===== src/rtl/gb_host_pkg.sv =====
// gb_host_pkg: shared FSM states and constants for ghostbus host-side masters.
package gb_host_pkg;

    typedef enum logic [1:0] {
        IDLE,
        WR,
        RD_WAIT,
        RESP
    } gb_state_t;

    localparam int LAT_W = 4;

    localparam logic GB_WE_RST  = 1'b0;
    localparam logic GB_BUS_RST = 1'b0;

endpackage


===== src/rtl/gb_lat_cnt.sv =====
// gb_lat_cnt: loadable down-counter; done is high in the cycle before it reaches zero.
module gb_lat_cnt
    import gb_host_pkg::*;
(
    input  logic             clk,
    input  logic             rst_n,
    input  logic             load,
    input  logic [LAT_W-1:0] load_val,
    output logic             done
);

    logic [LAT_W-1:0] cnt;

    always_ff @(posedge clk or negedge rst_n) begin
        if (!rst_n) begin
            cnt <= '0;
        end else if (load) begin
            cnt <= load_val;
        end else if (cnt != '0) begin
            cnt <= cnt - 1'b1;
        end
    end

    assign done = (cnt == LAT_W'(1));

endmodule


===== src/rtl/gb_host_bridge.sv =====
// gb_host_bridge: valid/ready host requests to single ghostbus cycles, one in flight.
// Optional GB_HOST_RANGE_CHECK_EN answers addresses >= ADDR_LIMIT with rsp_err and no bus cycle.
module gb_host_bridge
    import gb_host_pkg::*;
#(
    parameter int AW         = 12,
    parameter int DW         = 32,
    parameter int RD_LAT     = 2,
    parameter int ADDR_LIMIT = 4096
) (
    input  logic          gb_clk,
    input  logic          gb_rst_n,
    input  logic          req_valid,
    output logic          req_ready,
    input  logic          req_we,
    input  logic [AW-1:0] req_addr,
    input  logic [DW-1:0] req_wdata,
    output logic          rsp_valid,
    input  logic          rsp_ready,
    output logic [DW-1:0] rsp_rdata,
    output logic          rsp_err,
    output logic [AW-1:0] gb_addr,
    output logic [DW-1:0] gb_dout,
    output logic          gb_we,
    input  logic [DW-1:0] gb_din,
    output logic          busy
);

    gb_state_t     state, state_d;
    logic          req_ready_d, rsp_valid_d, rsp_err_d, gb_we_d;
    logic [DW-1:0] rsp_rdata_d, gb_dout_d;
    logic [AW-1:0] gb_addr_d;
    logic          accept, addr_bad, lat_load, lat_done;

    assign accept = (state == IDLE) && req_valid && req_ready;

`ifdef GB_HOST_RANGE_CHECK_EN
    assign addr_bad = (32'(req_addr) >= 32'(ADDR_LIMIT));
`else
    logic unused_limit;
    assign unused_limit = (ADDR_LIMIT != 0);
    assign addr_bad     = 1'b0;
`endif

    gb_lat_cnt u_lat (
        .clk      (gb_clk),
        .rst_n    (gb_rst_n),
        .load     (lat_load),
        .load_val (LAT_W'(RD_LAT)),
        .done     (lat_done)
    );

    always_comb begin
        state_d     = state;
        req_ready_d = 1'b0;
        rsp_valid_d = rsp_valid;
        rsp_rdata_d = rsp_rdata;
        rsp_err_d   = rsp_err;
        gb_addr_d   = gb_addr;
        gb_dout_d   = gb_dout;
        gb_we_d     = 1'b0;
        lat_load    = 1'b0;
        unique case (state)
            IDLE: begin
                req_ready_d = 1'b1;
                if (accept) begin
                    req_ready_d = 1'b0;
                    rsp_rdata_d = '0;
                    rsp_err_d   = 1'b0;
                    if (addr_bad) begin
                        state_d     = RESP;
                        rsp_valid_d = 1'b1;
                        rsp_err_d   = 1'b1;
                    end else begin
                        gb_addr_d = req_addr;
                        gb_dout_d = req_wdata;
                        if (req_we) begin
                            state_d = WR;
                            gb_we_d = 1'b1;
                        end else begin
                            state_d  = RD_WAIT;
                            lat_load = 1'b1;
                        end
                    end
                end
            end
            WR: begin
                state_d     = RESP;
                rsp_valid_d = 1'b1;
            end
            RD_WAIT: begin
                // gb_din is valid at the root on the edge the counter expires
                if (lat_done) begin
                    state_d     = RESP;
                    rsp_valid_d = 1'b1;
                    rsp_rdata_d = gb_din;
                end
            end
            RESP: begin
                if (rsp_ready) begin
                    state_d     = IDLE;
                    rsp_valid_d = 1'b0;
                    req_ready_d = 1'b1;
                end
            end
            default: state_d = IDLE;
        endcase
    end

    always_ff @(posedge gb_clk or negedge gb_rst_n) begin
        if (!gb_rst_n) begin
            state     <= IDLE;
            req_ready <= 1'b0;
            rsp_valid <= 1'b0;
            rsp_rdata <= '0;
            rsp_err   <= 1'b0;
            gb_addr   <= {AW{GB_BUS_RST}};
            gb_dout   <= {DW{GB_BUS_RST}};
            gb_we     <= GB_WE_RST;
            busy      <= 1'b0;
        end else begin
            state     <= state_d;
            req_ready <= req_ready_d;
            rsp_valid <= rsp_valid_d;
            rsp_rdata <= rsp_rdata_d;
            rsp_err   <= rsp_err_d;
            gb_addr   <= gb_addr_d;
            gb_dout   <= gb_dout_d;
            gb_we     <= gb_we_d;
            busy      <= (state_d != IDLE);
        end
    end

endmodule

===== config.mk =====
export PLATFORM = sky130hd
export DESIGN_NAME = gb_host_bridge
export DESIGN_NICKNAME = d
export VERILOG_FILES = /design/src/rtl/gb_host_pkg.sv /design/src/rtl/gb_lat_cnt.sv /design/src/rtl/gb_host_bridge.sv
export SDC_FILE = /design/constraint.sdc
export NUM_CORES = 1
export LEC_CHECK = 0
export CAP_MARGIN = 20
export CORE_ASPECT_RATIO = 1.5
export CORE_MARGIN = 1.5
export CORE_UTILIZATION = 29
export DETAILED_ROUTE_END_ITERATION = 10
export GPL_TIMING_DRIVEN = 0
export HOLD_SLACK_MARGIN = 0.08
export PLACE_DENSITY = 0.7
export REMOVE_ABC_BUFFERS = 1
export SLEW_MARGIN = 25
export SYNTH_ARGS = -nofsm -noshare
export SYNTH_HDL_FRONTEND = slang
export SYNTH_SLANG_ARGS = --single-unit

===== constraint.sdc =====
create_clock -name gb_clk -period 3.7 [get_ports gb_clk]
set_input_delay 0.555 -clock gb_clk [delete_from_list [all_inputs] [get_ports gb_clk]]
set_output_delay 0.555 -clock gb_clk [all_outputs]
set_load 0.05 [all_outputs]

==> results_tabular.tex <==
\begin{tabular}{lr}
\hline
Metric & Value \\
\hline
\multicolumn{2}{l}{\textbf{Critical path}} \\
Worst path slowest cell & sky130\_fd\_sc\_hd\_\_ha\_2 \\
Max incr delay on CP & 0.65 ns \\
Top fanout value on the critical path & 37 \\
WP buf/inv & 3 \\
Reg2reg start & state[0] \\
Critical path endpoint category & register \\
WP data required & 3.95 ns \\
Element type at the critical path start & register \\
Arrival time of data at the critical path endpoint & 2.69 ns \\
Delay-heaviest family, CP & compound AO/OA/AOI/OAI gates \\
Setup slack of the most critical reg-to-reg path & 1.26 ns \\
End of the worst register-to-register path & rsp\_rdata[1] \\
Critical Path Most Common Cell & sky130\_fd\_sc\_hd\_\_inv\_1 \\
Depth of the worst register-to-register path & 7 \\
Series of cell instances along the critical path & inv\_1 > ha\_2 > inv\_1 > o22ai\_4 > buf\_16 > nand2\_1 > o21ai\_1 \\
Classification of the worst setup path & reg -> reg \\
\multicolumn{2}{l}{\textbf{Final layout}} \\
Final standard cell area without fillers & 5662 um\^{}2 \\
Share of post-route cells with drive strength above 1 & 0.04604 \\
Filler instances & 1090 \\
Final cell utilization of the core & 0.4859 \\
Final cell count without fillers & 693 \\
Diodes inserted & 0 \\
Synth-to-layout area growth & 61.90\% \\
Area of the multi-input gates & 1237 um\^{}2 \\
Area occupied by registers & 2152 um\^{}2 \\
Nets@finish & 629 \\
\multicolumn{2}{l}{\textbf{Pwr}} \\
Power per standard cell area & 999.2 nW/um\^{}2 \\
Peak supply drop & 0.4236 mV \\
Leakage dissipation & 2.599 nW \\
\multicolumn{2}{l}{\textbf{STA}} \\
Slew at the pin closest to its max-slew limit & 0.7056 ns \\
Final clock period utilization by the worst path & 0.6592 \\
Post-Route Setup TNS & 0 ns \\
Tightest slew margin relative to the limit & 0.5296 \\
RSZ-0062 raised after global routing & no \\
Upper clock frequency limit & 410.0 MHz \\
Post-layout worst setup margin & 1.261 ns \\
Min Tclk post-route & 2.439 ns \\
Number of hold-slack violations in the final timing report & 0 \\
Number of failing setup endpoints in the final timing report & 0 \\
Fin Clk Skew & 0.006696 ns \\
Pins Over Slew Limit & 0 \\
\multicolumn{2}{l}{\textbf{Worst hold path}} \\
Min-Delay Path Depth & 2 \\
Startpoint of the tightest hold check path & gb\_addr[6] \\
Type of the worst min-delay path & reg -> reg \\
End of the worst hold path & gb\_addr[6] \\
\multicolumn{2}{l}{\textbf{Floorplan}} \\
Top-Level Pins & 162 \\
Die Footprint & 12740 um\^{}2 \\
Die width & 92.66 um \\
Cell row count & 48 \\
Core Area & 11650 um\^{}2 \\
Die Span Y & 137.5 um \\
Starting Density & 0.3002 \\
\multicolumn{2}{l}{\textbf{Logic synthesis}} \\
Number of distinct library cell variants in the gate-level netlist after synthesis & 30 \\
Total of warnings raised by yosys & 0 \\
Count of state elements after synthesis & 86 \\
Synth Area per Inst & 9.107 um\^{}2 \\
Syn Std Cell Area & 3497 um\^{}2 \\
Synthesized instance count & 384 \\
Portion of the post-synthesis area used by sequential elements & 0.6154 \\
\multicolumn{2}{l}{\textbf{Detailed routing}} \\
Count of routing violations after the opening detailed-route iteration & 61 \\
Routed length per instance & 13.23 um \\
Total DRC errors in the routed layout & 0 \\
Detailed-route wire length & 9.169 mm \\
Total via count after detailed routing & 3046 \\
Mean number of vias per cell & 4.395 \\
Count of TritonRoute iterations in the first routing pass & 4 \\
ANT nets after route & 0 \\
\multicolumn{2}{l}{\textbf{Global route}} \\
Global-route wire length before repair & 14.72 mm \\
GR Util All Layers & 0.1481 \\
Vias in the first global route & 3070 \\
Sum of overflow across all layers after global routing & 0 \\
Maximum number of pins on one net before global-route repair & 73 \\
Initial antenna violation count & 0 \\
\multicolumn{2}{l}{\textbf{Clock tree}} \\
Clock-pin slew reported for the worst setup and hold paths after clock tree synthesis & 0.06 ns \\
CTS tree & done \\
Clock buffers created by TritonCTS & 9 \\
Number of sinks driven by the clock tree & 86 \\
CTS Root Buffer Type & sky130\_fd\_sc\_hd\_\_clkbuf\_16 \\
Clock latency on the worst-skew pair & 0.33 ns \\
Max Root-Sink Buffers & 2 \\
CTS H-Tree Depth & 3 \\
\multicolumn{2}{l}{\textbf{Placed design}} \\
Placed cells & 678 \\
Final weighted congestion in routability-driven placement & 0.7094 \\
HPWL after detailed placement & 6.823 mm \\
Port-buffer cells & 160 \\
Cell Area, Placed & 5325 um\^{}2 \\
Post-Place Setup Slack & 1.212 ns \\
\multicolumn{2}{l}{\textbf{Outcome}} \\
Outcome & complete, no violations \\
\multicolumn{2}{l}{\textbf{Flow run}} \\
Max Cap Viol & 0 \\
\hline
\end{tabular}
## logic make-up after synthesis
group,synth area share
simple gates,0.2411
flops,0.6154
compound gates,0.07335
buf+inv,0.03542
fa+ha+maj,0.02862
xor+xnor,0.005010
other cells,0.001072
## worst min-delay path, delay by kind of cell (launching register included)
kind             cells  cell delay [ns]
DFF                  1             0.34
and+or+nand+nor      2             0.10
## synthesized netlist by cell type
cell	number	area, um^2
sky130_fd_sc_hd__or3_1	1	6.260
sky130_fd_sc_hd__nor3_1	2	10.01
sky130_fd_sc_hd__a32oi_1	1	8.760
sky130_fd_sc_hd__inv_1	6	22.52
sky130_fd_sc_hd__a211oi_1	1	7.510
sky130_fd_sc_hd__nor2b_1	2	12.51
sky130_fd_sc_hd__nor2_1	6	22.52
sky130_fd_sc_hd__o22ai_2	1	12.51
sky130_fd_sc_hd__nor3b_2	2	25.02
sky130_fd_sc_hd__nand3_1	1	5.000
sky130_fd_sc_hd__a211o_1	1	8.760
sky130_fd_sc_hd__xnor2_1	2	17.52
sky130_fd_sc_hd__a2111o_1	1	11.26
sky130_fd_sc_hd__buf_1	4	15.01
sky130_fd_sc_hd__buf_4	2	15.01
sky130_fd_sc_hd__buf_2	12	60.06
sky130_fd_sc_hd__ha_1	8	100.1
sky130_fd_sc_hd__o21ai_0	2	10.01
sky130_fd_sc_hd__a21oi_1	3	15.01
sky130_fd_sc_hd__nand2b_1	1	6.260
sky130_fd_sc_hd__clkbuf_1	3	11.26
sky130_fd_sc_hd__and3_1	1	6.260
sky130_fd_sc_hd__o21a_1	1	7.510
sky130_fd_sc_hd__nand2_1	198	743.2
sky130_fd_sc_hd__o21ai_1	32	160.2
sky130_fd_sc_hd__dfrtp_1	86	2152
sky130_fd_sc_hd__a22oi_1	1	7.510
sky130_fd_sc_hd__or2_1	1	6.260
sky130_fd_sc_hd__o31ai_1	1	7.510
sky130_fd_sc_hd__conb_1	1	3.750
## state kept, by name (all words and copies together) (netlist names)
| signal | count |
|---|---|
| u_lat.cnt | 4 |
| rsp_valid | 1 |
| rsp_rdata | 32 |
| gb_addr | 12 |
| busy | 1 |
| gb_dout | 32 |
| gb_we | 1 |
| req_ready | 1 |
| state | 2 |
## metrics by stage
stage,total power (W),hold slack (ns)
2_1_floorplan,0.003515,0.2594
3_5_place_dp,0.004715,0.3907
5_1_grt,0.005983,0.4928
3_3_place_gp,0.004525,0.4571
6_report,0.005657,0.4731
4_1_cts,0.005741,0.4773
## cell type report
class                   count  share of cell area
well taps                 150             0.03315
flip-flops and latches     86              0.3801
clock inverters             4             0.01724
clock buffers              10             0.04044
inverters                   6            0.003978
repair buffers            166              0.3065
multi-input cells         271              0.2186
## placed cells by master (no fill, tap or decap), types with 3 or more instances in the layout
master and n:
sky130_fd_sc_hd__a21oi_1 3, sky130_fd_sc_hd__bufinv_16 3, sky130_fd_sc_hd__inv_1 6, sky130_fd_sc_hd__buf_16 3, sky130_fd_sc_hd__dfrtp_1 86, sky130_fd_sc_hd__clkbuf_16 9
sky130_fd_sc_hd__nor2_1 6, sky130_fd_sc_hd__nand2_1 198, sky130_fd_sc_hd__o21ai_1 32, sky130_fd_sc_hd__ha_1 7, sky130_fd_sc_hd__clkdlybuf4s50_1 159
## metal layers
layer	up-vias	track usage	wire length, um
li1	1507	-	-
met1	1401	0.1632	3601
met2	119	0.2643	4811
met3	19	0.02483	504
met4	0	0.09091	250
met5	-	0	0
## repair_timing
action / CTS / global route
hold buffers: 1 / 0
endpoints found under the hold margin: 14 / 0
setup buffers: 0 / 0
resized for setup: 0 / 0
## how the worst max path moves through the flow
stage,from,endpoint,slack (ns),depth (start not counted)
2_1_floorplan,state[0],rsp_rdata[0],0.69,5
3_3_place_gp,gb_rst_n,rsp_rdata[21],-1.07,1
3_5_place_dp,state[0],rsp_rdata[2],1.21,7
4_1_cts,state[0],rsp_rdata[1],1.21,7
5_1_grt,state[0],rsp_rdata[1],1.03,7
6_report,state[0],rsp_rdata[1],1.26,7
## report_power, final
| group | internal [W] | leakage, nW | switching (W) |
|---|---|---|---|
| registers | 0.00134 | 1.11 | 0.000220 |
| clock network | 0.000652 | 0.155 | 0.000344 |
| logic | 0.00105 | 1.33 | 0.00205 |
(Power assumes the default switching activity.)
